## src/rtl/ac_axis_tx.sv

```systemverilog
// AXI4-Stream transmit stage: drains the access-control output buffer with VDMA framing.
// Define AC_AXIS_TKEEP_EN to add the m_axis_tkeep output for a partially padded last beat.
module ac_axis_tx #(
    parameter int UPSP_WRTDATA_WIDTH = 24,
    parameter int N_PARALLEL         = 2,
    parameter int DST_IMG_WIDTH      = 4096,
    parameter int DST_IMG_HEIGHT     = 2160
) (
    input  logic                                       clk,
    input  logic                                       rst_n,
    input  logic [UPSP_WRTDATA_WIDTH*N_PARALLEL-1:0]   buf_rdata,
    input  logic                                       buf_empty,
    output logic                                       buf_rd,
    output logic [UPSP_WRTDATA_WIDTH*N_PARALLEL-1:0]   m_axis_tdata,
    output logic                                       m_axis_tvalid,
    input  logic                                       m_axis_tready,
    output logic                                       m_axis_tlast,
    output logic                                       m_axis_tuser,
    output logic                                       frame_done
`ifdef AC_AXIS_TKEEP_EN
    ,
    output logic [UPSP_WRTDATA_WIDTH*N_PARALLEL/8-1:0] m_axis_tkeep
`endif
);

    localparam int W             = UPSP_WRTDATA_WIDTH;
    localparam int N_UPSP_WRT    = W / 24;
    localparam int AXIS_W        = W * N_PARALLEL;
    localparam int N_PKG         = DST_IMG_WIDTH / N_UPSP_WRT;
    localparam int BEATS_PER_ROW = (N_PKG + N_PARALLEL - 1) / N_PARALLEL;
    localparam int CW            = (BEATS_PER_ROW > 1) ? $clog2(BEATS_PER_ROW) : 1;
    localparam int RW            = (DST_IMG_HEIGHT > 1) ? $clog2(DST_IMG_HEIGHT) : 1;
    localparam logic [CW-1:0] LAST_COL = CW'(BEATS_PER_ROW - 1);
    localparam logic [RW-1:0] LAST_ROW = RW'(DST_IMG_HEIGHT - 1);

    logic [AXIS_W-1:0] r_qData [2];
    logic [1:0]        r_qLast;
    logic [1:0]        r_qUser;
    logic [1:0]        r_occ;
    logic              r_inf;
    logic              r_active;
    logic              r_frameDone;
    logic [CW-1:0]     r_enqCol;
    logic [RW-1:0]     r_enqRow;
    logic [CW-1:0]     r_col;
    logic [RW-1:0]     r_row;

    logic              w_pop;
    logic [2:0]        w_level;
    logic              w_wrIdx;
    logic              w_enqLast;
    logic              w_enqUser;
    logic [AXIS_W-1:0] w_reord;

    // Earliest pixel sits in the top lane of the buffer word; move it to lane 0.
    for (genvar j = 0; j < N_PARALLEL; j++) begin : g_lane
        assign w_reord[j*W +: W] = buf_rdata[(N_PARALLEL-1-j)*W +: W];
    end

    always_comb begin
        w_pop   = (r_occ != 2'd0) & m_axis_tready;
        w_level = {1'b0, r_occ} + {2'b00, r_inf} - {2'b00, w_pop};
        w_wrIdx = w_pop ? (r_occ == 2'd2) : (r_occ == 2'd1);
    end

    assign w_enqLast = (r_enqCol == LAST_COL);
    assign w_enqUser = (r_enqCol == '0) && (r_enqRow == '0);

    // r_active holds off reads until the first edge after reset release.
    assign buf_rd        = r_active & ~buf_empty & (w_level < 3'd2);
    assign m_axis_tvalid = (r_occ != 2'd0);
    assign m_axis_tdata  = r_qData[0];
    assign m_axis_tlast  = r_qLast[0];
    assign m_axis_tuser  = r_qUser[0];
    assign frame_done    = r_frameDone;

    always_ff @(posedge clk or negedge rst_n) begin
        if (!rst_n) begin
            r_qData[0] <= '0;
            r_qData[1] <= '0;
            r_qLast    <= '0;
            r_qUser    <= '0;
            r_occ      <= '0;
            r_inf      <= 1'b0;
            r_active   <= 1'b0;
        end else begin
            r_active <= 1'b1;
            r_inf    <= buf_rd;
            r_occ    <= r_occ + {1'b0, r_inf} - {1'b0, w_pop};
            if (w_pop) begin
                r_qData[0] <= r_qData[1];
                r_qLast[0] <= r_qLast[1];
                r_qUser[0] <= r_qUser[1];
            end
            // The returning word lands behind any entry that survives this cycle's pop.
            if (r_inf) begin
                r_qData[w_wrIdx] <= w_reord;
                r_qLast[w_wrIdx] <= w_enqLast;
                r_qUser[w_wrIdx] <= w_enqUser;
            end
        end
    end

    // Enqueue-side position decides the sideband bits carried with each word.
    always_ff @(posedge clk or negedge rst_n) begin
        if (!rst_n) begin
            r_enqCol <= '0;
            r_enqRow <= '0;
        end else if (r_inf) begin
            if (w_enqLast) begin
                r_enqCol <= '0;
                r_enqRow <= (r_enqRow == LAST_ROW) ? '0 : r_enqRow + 1'b1;
            end else begin
                r_enqCol <= r_enqCol + 1'b1;
            end
        end
    end

    always_ff @(posedge clk or negedge rst_n) begin
        if (!rst_n) begin
            r_col       <= '0;
            r_row       <= '0;
            r_frameDone <= 1'b0;
        end else begin
            r_frameDone <= w_pop && (r_col == LAST_COL) && (r_row == LAST_ROW);
            if (w_pop) begin
                if (r_col == LAST_COL) begin
                    r_col <= '0;
                    r_row <= (r_row == LAST_ROW) ? '0 : r_row + 1'b1;
                end else begin
                    r_col <= r_col + 1'b1;
                end
            end
        end
    end

`ifdef AC_AXIS_TKEEP_EN
    localparam int KW  = AXIS_W / 8;
    localparam int REM = N_PKG % N_PARALLEL;
    localparam logic [KW-1:0] KEEP_LAST =
        (REM == 0) ? {KW{1'b1}} : ({KW{1'b1}} >> (KW - REM * W / 8));

    logic [KW-1:0] r_qKeep [2];

    assign m_axis_tkeep = r_qKeep[0];

    always_ff @(posedge clk or negedge rst_n) begin
        if (!rst_n) begin
            r_qKeep[0] <= '0;
            r_qKeep[1] <= '0;
        end else begin
            if (w_pop) begin
                r_qKeep[0] <= r_qKeep[1];
            end
            if (r_inf) begin
                r_qKeep[w_wrIdx] <= w_enqLast ? KEEP_LAST : {KW{1'b1}};
            end
        end
    end
`endif

endmodule

```

## config.mk

```make
export PLATFORM = sky130hd
export DESIGN_NAME = ac_axis_tx
export DESIGN_NICKNAME = d
export VERILOG_FILES = /design/src/rtl/ac_axis_tx.sv
export SDC_FILE = /design/constraint.sdc
export NUM_CORES = 1
export LEC_CHECK = 0
export BUFFER_PORTS_ARGS = -buffer_cell sky130_fd_sc_hd__buf_2
export CORE_MARGIN = 8
export CORE_UTILIZATION = 30
export DETAILED_ROUTE_END_ITERATION = 7
export PLACE_DENSITY = 0.54
export SYNTH_ARGS = -nofsm -noshare
export SYNTH_HDL_FRONTEND = slang
export SYNTH_SLANG_ARGS = --single-unit
```

## constraint.sdc

```tcl
create_clock -name clk -period 3.3 [get_ports clk]
set_clock_uncertainty 0.1 [all_clocks]
set_input_delay 0.66 -clock clk [delete_from_list [all_inputs] [get_ports clk]]
set_output_delay 0.66 -clock clk [all_outputs]
set_load 0.05 [all_outputs]
```

==> results.md <==
- DR iter-0 viols: ~320
- Synth Cell Area: 7120 µm²
- Post-synth net total: 761
- YS warnings: 0
- CTS Root Cell: clkbuf_16
- Routed length per instance: between 10 and 15 µm
- Crit-path max FO: 5
- Seq/Total Area, Yosys: 53.1%
- First-pass GRT wire length: 26,400 µm
- Critical Path Source: r_occ[1]
- Slew headroom: 50.6%
- Worst Max-Slew Pin Slew: 0.741 ns
- Number of synthesized flops with an enable pin: 0
- CP top delay family: adder cells
- Non-Filler Instances: 1,085
- Period Utilization, post-route: 95.7%
- Area Overhead vs Synth: 16.8%
- Yosys reg bits: 151
- CTS Sinks: 151
- Share of cells above drive strength 1: 28.7%
- CTS tree: yes
- Worst path arrival time: roughly 2.4 ns
- # fillers: 2,365
- Slowest Stage Delay on Critical Path: 0.48 ns
- Post-Route Setup TNS: 0 ns
- Class of the worst hold path: in -> async
- Antenna diodes: 0
- Slew Viols, Final: 0
- Placer Congestion: 0.747
- H-tree levels: 4
- CP endpoint kind: output pin
- R2R depth: 5
- Largest net degree at the start of global routing: 76
- Cell row count: 56
- Most frequent cells in the layout: dfrtp_1, nand2_1, buf_2
- Power per cell area: 876 nW/µm²
- DRC: 0
- Max-cap violation count: 0
- Clock slew at reported path FFs: 0.06 ns
- RSZ-0062 raised after global routing: no
- GR Overflow Total: 0
- Cells after synthesis: 701
- Die width: 170 µm
- Dpl cells: 1,052
- Final-report hold violation count: 0
- R2r endpoint: r_row[3]
- Initial antenna violation count: 0
- Tot GR Track Use: 11.2%
- Critical Path RT: 2.54 ns
- Hpwl dp: 10,500 µm
- Minimum clock period: 3.16 ns
- Router iterations before antenna repair: 4
- Max frequency: 0.317 GHz
- Worst-path cell chain: o21ai_4 -> or2_4 -> nand2_1 -> ha_2 -> fa_2 -> nor4b_4 -> buf_6
- Starting Density: 30.4%
- Most common cell after layout, fill and taps aside: dfrtp_1
- Final Setup Violations: 0
- Clk Latency, worst-skew pair: 0.42 ns
- CP Buf/Inv Count: 1
- Synth Flop Type: dfrtp_1
- Crit Path Class: reg -> out
- Clock Path Buffers: 2
- TritonCTS buffer count: 17
- CORE AREA: 23,400 µm²
- Peak VDD IR: around 0.00041 V
- Critical R2R Launch: r_occ[1]
- Vias in the first global route: 5,130
- Status: finished, final reports clean
- Synth async-reset ratio: 100%
- CP max stage cell: fa_2
- Io pins: 105
- Routed via count: 5,055
- Startpoint types: register
- Pleak: roughly 3.9 nW
- Routed vias/inst: 4.66
- WHS: 0.163 ns
- Flop2flop setup slack: 1.06 ns
- Avg Cell Area, Syn: 10.2 µm²
- Final WL: about 16,000 µm
- Total power: 0.00729 W
- IO Port Bufs: 104
- Fin nets: approximately 810
- Distinct cell type count after synthesis: 53
- Die Y: 170 µm
- ANT nets after route: 0
- Die ar.: 28,900 µm²
[metal layers]
metal | share of wire (%) | routed length [µm] | global-route usage (%)
met3 | 5.6 | 875 | 3.54
met5 | 0 | 0 | 0
met2 | 46 | 7130 | 17.4
met4 | 0.83 | 129 | 3.55
met1 | 48 | 7400 | 14.7
[flip-flops by register name (all words and copies together) (netlist names)]
signal,cells
r_col,11
r_qLast,2
r_qData,48
m_axis_tdata,48
r_row,12
r_inf,1
r_enqCol,11
r_active,1
r_qUser,2
frame_done,1
r_occ,2
r_enqRow,12
[cell type report]
| type | instances | area, µm² | area share, % |
|---|---|---|---|
| Clock inverter | 11 | 123 | 1.47 |
| Inverter | 14 | 52.6 | 0.632 |
| Sequential cell | 151 | 3780 | 45.4 |
| Tap cell | 319 | 399 | 4.80 |
| Multi-Input combinational cell | 449 | 2790 | 33.6 |
| Timing Repair Buffer | 120 | 703 | 8.45 |
| Clock buffer | 21 | 470 | 5.65 |
[cell usage after synthesis (3+ instances only)]
| cell type | number | area share [%] |
|---|---|---|
| o21ai_0 | 14 | 0.98 |
| nor2_1 | 64 | 3.4 |
| dfrtp_1 | 151 | 53 |
| o22ai_1 | 5 | 0.44 |
| xor2_1 | 5 | 0.61 |
| xnor2_1 | 16 | 2.0 |
| clkbuf_1 | 35 | 1.8 |
| nand2_1 | 122 | 6.4 |
| nor4_1 | 8 | 0.70 |
| nor3_1 | 7 | 0.49 |
| buf_4 | 48 | 5.1 |
| ha_1 | 7 | 1.2 |
| nand4_1 | 11 | 0.97 |
| mux2_2 | 52 | 8.2 |
| a31oi_1 | 50 | 4.4 |
| a22o_1 | 7 | 0.86 |
| and3_1 | 7 | 0.61 |
| a21oi_1 | 7 | 0.49 |
| inv_1 | 14 | 0.74 |
| nand3_1 | 22 | 1.5 |
| and4_1 | 3 | 0.37 |
| a211oi_1 | 4 | 0.42 |
[repair_timing]
item | 4_1_cts | 5_1_grt
gates resized for setup | 3 | 1
setup endpoints to repair | 1 | 1
pin swaps | 0 | 1
setup buffers | 0 | 1
hold buffers | 0 | 0
[per-stage QoR]
stage	area, µm²	utilization [%]	setup slack [ns]
after CTS	8310	35.5	0.00883
after global placement	7710	32.9	0.104
after floorplan	7160	-	0.0151
final	8320	35.5	0.141
after global routing	8320	35.5	0.00868
after detailed placement	7710	32.9	0.0989
[report_power, final]
part / switching [W] / leakage [nW] / internal, W
clock: 0.000769 / 0.281 / 0.00117
combinational: 0.00169 / 1.64 / 0.000875
sequential: 0.000324 / 1.95 / 0.00245
[cells by family after synthesis]
kind of cell               share of synthesized area (%)
other                                             0.0527
DFF                                                 53.1
and+or+nand+nor                                     17.2
xor gates and xnor gates                            2.58
muxes                                               8.36
buffers and inverters                               8.42
AOI/OAI and AO/OA                                   8.77
adders and majority gates                           1.51
[worst max-delay path by stage]
stage,to,slack (ns),depth (start not counted)
2_1_floorplan,buf_rd,0.02,8
3_3_place_gp,buf_rd,0.10,8
3_5_place_dp,buf_rd,0.1,8
4_1_cts,buf_rd,0.009,7
5_1_grt,buf_rd,0.009,7
6_report,buf_rd,0.14,7
No activity file was read; power rests on OpenSTA's default activity.
